<file path="src/rtl/rv64_pkg.sv">
// rv64_pkg: shared RV64I decode definitions.
//   XLEN / NREG      datapath width and architectural register count
//   reg_idx_t        5-bit register index
//   OPC_*            major opcodes (instr[6:0])
//   imm_fmt_t        immediate format classes
//   imm_fmt_of()     maps a major opcode to its immediate format
package rv64_pkg;

  localparam int XLEN = 64;
  localparam int NREG = 32;

  typedef logic [4:0] reg_idx_t;

  localparam logic [6:0] OPC_LOAD      = 7'b0000011;
  localparam logic [6:0] OPC_OP_IMM    = 7'b0010011;
  localparam logic [6:0] OPC_AUIPC     = 7'b0010111;
  localparam logic [6:0] OPC_OP_IMM_32 = 7'b0011011;
  localparam logic [6:0] OPC_STORE     = 7'b0100011;
  localparam logic [6:0] OPC_OP        = 7'b0110011;
  localparam logic [6:0] OPC_LUI       = 7'b0110111;
  localparam logic [6:0] OPC_OP_32     = 7'b0111011;
  localparam logic [6:0] OPC_BRANCH    = 7'b1100011;
  localparam logic [6:0] OPC_JALR      = 7'b1100111;
  localparam logic [6:0] OPC_JAL       = 7'b1101111;
  localparam logic [6:0] OPC_SYSTEM    = 7'b1110011;

  typedef enum logic [2:0] {
    IMM_NONE,
    IMM_I,
    IMM_S,
    IMM_B,
    IMM_U,
    IMM_J
  } imm_fmt_t;

  // Opcodes not listed here (R-type, FENCE, unknown) carry no immediate.
  function automatic imm_fmt_t imm_fmt_of(input logic [6:0] opc);
    imm_fmt_t f;
    case (opc)
      OPC_LOAD, OPC_OP_IMM, OPC_OP_IMM_32,
      OPC_JALR, OPC_SYSTEM:                f = IMM_I;
      OPC_STORE:                           f = IMM_S;
      OPC_BRANCH:                          f = IMM_B;
      OPC_LUI, OPC_AUIPC:                  f = IMM_U;
      OPC_JAL:                             f = IMM_J;
      default:                             f = IMM_NONE;
    endcase
    return f;
  endfunction

endpackage

</file>
<file path="src/rtl/imm_gen.sv">
// imm_gen: combinational RV64I immediate decoder.
//   instr  in   32    instruction word
//   fmt    out  enum  immediate format class of the opcode
//   imm    out  XLEN  immediate, sign-extended from instr[31]; 0 when fmt is IMM_NONE
module imm_gen
  import rv64_pkg::*;
(
  input  logic [31:0]     instr,
  output imm_fmt_t        fmt,
  output logic [XLEN-1:0] imm
);

  always_comb begin
    fmt = imm_fmt_of(instr[6:0]);
    imm = '0;
    case (fmt)
      IMM_I: imm = {{(XLEN-12){instr[31]}}, instr[31:20]};
      IMM_S: imm = {{(XLEN-12){instr[31]}}, instr[31:25], instr[11:7]};
      IMM_B: imm = {{(XLEN-13){instr[31]}}, instr[31], instr[7],
                    instr[30:25], instr[11:8], 1'b0};
      IMM_U: imm = {{(XLEN-32){instr[31]}}, instr[31:12], 12'b0};
      IMM_J: imm = {{(XLEN-21){instr[31]}}, instr[31], instr[19:12],
                    instr[20], instr[30:21], 1'b0};
      default: imm = '0;
    endcase
  end

endmodule

</file>
<file path="src/rtl/operand_fetch.sv">
// operand_fetch: RV64I decode / operand-fetch stage in front of the register file.
//   clk, reset (async, active low)
//   in_valid/in_ready/in_instr/in_pc     fetch side handshake
//   rf_rs1/rf_rs2, rf_rs1_val/rf_rs2_val register-file read port (combinational data)
//   wb_valid/wb_rd/wb_val                writeback commit, used for bypass and scoreboard clear
//   flush                                discard the held output
//   new_instr                            registered pulse one cycle after an accept
//   out_valid/out_ready/out_*            decoded instruction to execute
// A per-register busy scoreboard is set when an instruction leaves toward
// execute and cleared by its writeback; sources/destinations that are busy stall.
module operand_fetch
  import rv64_pkg::*;
(
  input  logic            clk,
  input  logic            reset,
  input  logic            in_valid,
  output logic            in_ready,
  input  logic [31:0]     in_instr,
  input  logic [XLEN-1:0] in_pc,
  output logic [4:0]      rf_rs1,
  output logic [4:0]      rf_rs2,
  input  logic [XLEN-1:0] rf_rs1_val,
  input  logic [XLEN-1:0] rf_rs2_val,
  input  logic            wb_valid,
  input  logic [4:0]      wb_rd,
  input  logic [XLEN-1:0] wb_val,
  input  logic            flush,
  output logic            new_instr,
  output logic            out_valid,
  input  logic            out_ready,
  output logic [XLEN-1:0] out_pc,
  output logic [6:0]      out_opcode,
  output logic [2:0]      out_funct3,
  output logic [6:0]      out_funct7,
  output logic [4:0]      out_rd,
  output logic [XLEN-1:0] out_rs1_val,
  output logic [XLEN-1:0] out_rs2_val,
  output logic [XLEN-1:0] out_imm
);

  // ---------------- field decode ----------------
  logic [6:0]      opcode;
  reg_idx_t        rs1;
  reg_idx_t        rs2;
  reg_idx_t        rd;
  imm_fmt_t        fmt;
  logic [XLEN-1:0] imm;
  logic            uses_rs1;
  logic            uses_rs2;
  logic            writes_rd;

  assign opcode = in_instr[6:0];
  assign rd     = in_instr[11:7];
  assign rs1    = in_instr[19:15];
  assign rs2    = in_instr[24:20];
  assign rf_rs1 = rs1;
  assign rf_rs2 = rs2;

  imm_gen u_imm_gen (
    .instr (in_instr),
    .fmt   (fmt),
    .imm   (imm)
  );

  // STORE and BRANCH are exactly the S/B immediate formats.
  assign uses_rs1  = !(opcode == OPC_LUI || opcode == OPC_AUIPC || opcode == OPC_JAL);
  assign uses_rs2  = (fmt == IMM_S) || (fmt == IMM_B) ||
                     (opcode == OPC_OP) || (opcode == OPC_OP_32);
  assign writes_rd = !((fmt == IMM_S) || (fmt == IMM_B)) && (rd != 5'd0);

  // ---------------- state ----------------
  logic [NREG-1:0] sb_reg;
  logic [NREG-1:0] sb_next;
  logic            out_valid_reg;
  logic            new_instr_reg;
  logic [XLEN-1:0] out_pc_reg;
  logic [31:0]     out_instr_reg;
  reg_idx_t        out_rd_reg;
  logic [XLEN-1:0] out_rs1_val_reg;
  logic [XLEN-1:0] out_rs2_val_reg;
  logic [XLEN-1:0] out_imm_reg;

  logic            hazard;
  logic            accept;
  logic            issue;
  logic [NREG-1:0] busy;
  logic [NREG-1:0] src_ok;

  // An instruction leaving toward execute owns its rd until writeback.
  // A flushed instruction never issues, so it never marks its rd busy.
  assign issue = out_valid_reg && out_ready && !flush;

  genvar gi;
  generate
    for (gi = 0; gi < NREG; gi++) begin : g_reg
      if (gi == 0) begin : g_x0
        assign busy[gi]    = 1'b0;
        assign src_ok[gi]  = 1'b1;
        assign sb_next[gi] = 1'b0;
      end else begin : g_xn
        logic held_here;
        logic set_bit;
        logic clr_bit;
        assign held_here = out_valid_reg && (out_rd_reg == reg_idx_t'(gi));
        assign busy[gi]  = sb_reg[gi] || held_here;
        // A source whose only owner is already past us may be read this
        // cycle from the writeback bus; one still sitting in our output
        // register has not produced its value yet.
        assign src_ok[gi] = !busy[gi] ||
                            (wb_valid && (wb_rd == reg_idx_t'(gi)) &&
                             sb_reg[gi] && !held_here);
        assign set_bit = issue && (out_rd_reg == reg_idx_t'(gi));
        assign clr_bit = wb_valid && (wb_rd == reg_idx_t'(gi));
        // Set beats clear: a new writer issuing while the old one retires.
        assign sb_next[gi] = set_bit ? 1'b1 : (clr_bit ? 1'b0 : sb_reg[gi]);
      end
    end
  endgenerate

  assign hazard   = (uses_rs1 && !src_ok[rs1]) ||
                    (uses_rs2 && !src_ok[rs2]) ||
                    (writes_rd && busy[rd]);
  assign in_ready = reset && !hazard && (!out_valid_reg || out_ready || flush);
  assign accept   = in_valid && in_ready;

  // ---------------- operand selection ----------------
  logic [XLEN-1:0] rs1_cap;
  logic [XLEN-1:0] rs2_cap;

  always_comb begin
    rs1_cap = '0;
    rs2_cap = '0;
    if (uses_rs1 && rs1 != 5'd0)
      rs1_cap = (wb_valid && wb_rd == rs1) ? wb_val : rf_rs1_val;
    if (uses_rs2 && rs2 != 5'd0)
      rs2_cap = (wb_valid && wb_rd == rs2) ? wb_val : rf_rs2_val;
  end

  // ---------------- registers ----------------
  always_ff @(posedge clk or negedge reset) begin
    if (!reset) begin
      sb_reg          <= '0;
      out_valid_reg   <= 1'b0;
      new_instr_reg   <= 1'b0;
      out_pc_reg      <= '0;
      out_instr_reg   <= '0;
      out_rd_reg      <= '0;
      out_rs1_val_reg <= '0;
      out_rs2_val_reg <= '0;
      out_imm_reg     <= '0;
    end else begin
      sb_reg        <= sb_next;
      new_instr_reg <= accept;
      if (accept) begin
        out_valid_reg   <= 1'b1;
        out_pc_reg      <= in_pc;
        out_instr_reg   <= in_instr;
        out_rd_reg      <= writes_rd ? rd : 5'd0;
        out_rs1_val_reg <= rs1_cap;
        out_rs2_val_reg <= rs2_cap;
        out_imm_reg     <= imm;
      end else if (out_ready || flush) begin
        out_valid_reg <= 1'b0;
      end
    end
  end

  assign new_instr   = new_instr_reg;
  assign out_valid   = out_valid_reg;
  assign out_pc      = out_pc_reg;
  assign out_opcode  = out_instr_reg[6:0];
  assign out_funct3  = out_instr_reg[14:12];
  assign out_funct7  = out_instr_reg[31:25];
  assign out_rd      = out_rd_reg;
  assign out_rs1_val = out_rs1_val_reg;
  assign out_rs2_val = out_rs2_val_reg;
  assign out_imm     = out_imm_reg;

endmodule

</file>
<file path="config.mk">
export PLATFORM = sky130hd
export DESIGN_NAME = operand_fetch
export DESIGN_NICKNAME = d
export VERILOG_FILES = /design/src/rtl/rv64_pkg.sv /design/src/rtl/imm_gen.sv /design/src/rtl/operand_fetch.sv
export SDC_FILE = /design/constraint.sdc
export NUM_CORES = 1
export LEC_CHECK = 0
export CORE_ASPECT_RATIO = 0.9
export CORE_MARGIN = 3
export CORE_UTILIZATION = 30
export DETAILED_ROUTE_END_ITERATION = 8
export GPL_ROUTABILITY_DRIVEN = 0
export RECOVER_POWER = 100
export SLEW_MARGIN = 15
export SYNTH_ARGS = -nofsm -noshare
export SYNTH_HDL_FRONTEND = slang
export SYNTH_SLANG_ARGS = --single-unit
export TNS_END_PERCENT = 10
</file>
<file path="constraint.sdc">
create_clock -name clk -period 4.95 [get_ports clk]
set_input_delay 1.485 -clock clk [delete_from_list [all_inputs] [get_ports clk]]
set_output_delay 1.485 -clock clk [all_outputs]
set_load 0.05 [all_outputs]
</file>
==> reports/results.txt <==
Final ANT Viol Nets -> 0
Min Tclk post-route -> 5.02 ns
Tot Pwr -> 0.0102 W
# DRC -> 0
Top FF cell, synth -> dfrtp_1
Vert. Die Dim -> 222 um
Core area -> 50700 sq um
Largest net degree at the start of global routing -> 153
Clock Skews -> 0.0269 ns
Syn nets -> 1816
Actual slew at the worst max-slew pin -> 2.34 ns
Critical Path End Type -> output pin
Asr flop ratio synth -> 1.00
Routed len/inst -> 22.9 um
Syn_area_per_cell -> 10.2 sq um
Setup WS post-layout -> -0.0683 ns
TritonCTS clock tree -> done
Failing checks -> max-capacitance violations, max-slew violations, negative setup slack
Fin. Hold Viols -> 0
Leak -> 11.4 nW
Htree depth -> 2
Final #Nets -> 2468
Max Cap Violations -> 2
Worst setup SP type -> primary input
Skew-Pair Late Insertion Delay -> 0.53 ns
Total GRT Usage -> 0.232
Cell area after synthesis -> 15500 sq um
# fillers -> 4694
Crit Path Max Fanout -> 8
Register-to-register setup slack -> 0.35 ns
Max Buffers Root-to-Sink -> 3
Worst hold path class -> flip-flop to flip-flop
Fmax -> 199 MHz
Fraction of layout cells with a size suffix above 1 -> 0.229
Final Util -> 0.477
Sink Count -> 279
Post-synth EDFFs -> 0
Initial Utilization -> 0.306
Grt ovf -> 0
Syn Inst Count -> 1517
Status -> finished, violations left
Final period utilization -> 1.01
Total detailed-routing wirelength -> 65.9 mm
Dpl hpwl -> 49.3 mm
Top Ports -> 590
Pre-antenna DRT Iters -> 9
Yosys cell types -> 68
Initial antenna violation count -> 5
WP data required -> 3.46 ns
Via Count -> 14.9k
Max Slew Vio Count -> 226
Post-synthesis sequential area ratio -> 0.450
Via density -> 5.17
RSZ-0062 raised after global routing -> yes
Area Growth Syn to Fin -> 56.0%
Num CTS Buffers -> 34
Std-Cell Rows -> 78
Root buf cell -> clkbuf_16
Die ar. -> 54500 sq um
Die Width -> 246 um
Global-route wire length before repair -> 97.1 mm
Yosys reg bits -> 279
Setup CP Type -> primary input to output pin
Port Buf Inserts -> 589
Iter 0 DRT Violations -> 1296
Clk pin slew, worst setup/hold paths -> 0.06 ns
VDD IR max -> 0.000293 V
Vias in the first global route -> 15.2k
Setup violators final -> 1
Crit path DAT -> 3.53 ns
Warnings from Yosys -> 0
Relative slew slack -> -0.561
PwrDens -> 421 nW/um^2
## metrics by stage
stage / setup WS [ns] / cell area, sq um / cells / hold WS [ns] / setup TNS [ns]
global placement: -0.540 / 22800 / 2797 / 0.473 / -0.540
CTS: 0.000384 / 24100 / 2867 / 0.493 / 0
finish: -0.0683 / 24200 / 2876 / 0.486 / -0.0683
global route: -0.118 / 24200 / 2875 / 0.493 / -0.351
floorplan: 0.0685 / 15500 / 1517 / 0.493 / 0
detailed placement: -0.549 / 22800 / 2797 / 0.480 / -0.549
## routing by layer
metal	share of wire	GRT usage
met1	0.40	0.292
met2	0.46	0.371
met3	0.11	0.0756
met4	0.037	0.0830
met5	0.0012	0.0116
## final cells by class
class | instances | area [sq um] | share of cell area
tap | 680 | 851 | 0.0352
sequential | 279 | 6980 | 0.289
multi-input combinational | 1059 | 7800 | 0.322
inverter | 31 | 116 | 0.00481
antenna | 4 | 10.0 | 0.000414
clock buffer | 48 | 985 | 0.0407
timing repair buffer | 764 | 7360 | 0.304
clock inverter | 11 | 87.6 | 0.00362
## Yosys cell counts (all sizes together) (5+ instances only)
library cell	number	area share
nand2	324	0.078
a221oi	5	0.0028
nand4	6	0.0028
dfrtp	279	0.45
mux2i	21	0.014
buf	83	0.043
a22oi	5	0.0024
nand2b	11	0.0044
o21ai	75	0.024
nor3	8	0.0026
nand3	40	0.013
xor2	9	0.0051
inv	31	0.0075
a31oi	7	0.0028
a211oi	5	0.0027
nor2b	21	0.0085
clkbuf	65	0.016
nor4	6	0.0024
and2	5	0.0020
nand3b	6	0.0029
or2	6	0.0024
a21oi	175	0.056
o211ai	9	0.0044
nor2	23	0.0056
mux2	226	0.21
## critical path: stages
cell and delay [ns]:
buf_12 0.11, or4b_4 0.59, o21ai_4 0.18, buf_6 0.12, nand3_2 0.06, nand4_1 0.08
a31oi_1 0.06, o311ai_2 0.39, and4_4 0.31, buf_12 0.14
## power by group
| part | switching [W] | internal [W] |
|---|---|---|
| Combinational | 0.00287 | 0.00172 |
| Clock | 0.00102 | 0.00140 |
| Sequential | 0.000380 | 0.00279 |
| Total | 0.00427 | 0.00591 |
## worst paths after layout
kind                       cells after the start             from              end
hold / removal                                 1  out_rs2_val[35]  out_rs2_val[35]
setup reg to reg                              13        out_rd[2]       out_imm[4]
setup / recovery                              10         wb_rd[4]         in_ready
max in group asynchronous                      3            reset       out_pc[12]
min in group asynchronous                      2            reset       sb_reg[24]
hold reg to reg                                1  out_rs2_val[35]  out_rs2_val[35]
## what timing repair did
| action | CTS | global route |
|---|---|---|
| hold buffers | 0 | 0 |
| gates resized for setup | 99 | 36 |
| setup endpoints to repair | 1 | 1 |
| buffers inserted | 11 | 5 |
| cloned | 0 | 0 |
| pin swaps | 22 | 16 |
| hold endpoints to repair | 0 | 0 |
## placed cells by master (no fill, tap or decap), drive strengths merged, types with 5 or more instances in the layout
cell type	instances
inv	32
clkbuf	57
dlygate4sd2	7
nand3	40
a221oi	5
nand3b	6
nor4	6
xor2	9
and2	5
nand2b	11
a21oi	175
a31oi	7
o21ai	75
o211ai	9
mux2	226
or2	6
clkinv	10
dlygate4sd3	247
a211oi	5
dfrtp	279
clkdlybuf4s50	311
a22oi	5
nor3	8
mux2i	21
nor2	23
buf	183
nor2b	21
nand2	324
nand4	6
## cell families (layout without fill, tap and decap cells)
logic type | Yosys count | after routing | share of synthesized area
xor gates and xnor gates | 12 | 12 | 0.00678
DFF | 279 | 279 | 0.450
other | 0 | 4 | 0
and+or+nand+nor | 485 | 485 | 0.142
buffers and inverters | 179 | 854 | 0.0660
AOI/OAI and AO/OA | 315 | 315 | 0.115
muxes | 247 | 247 | 0.221
Power figures use the tool's default switching activity.
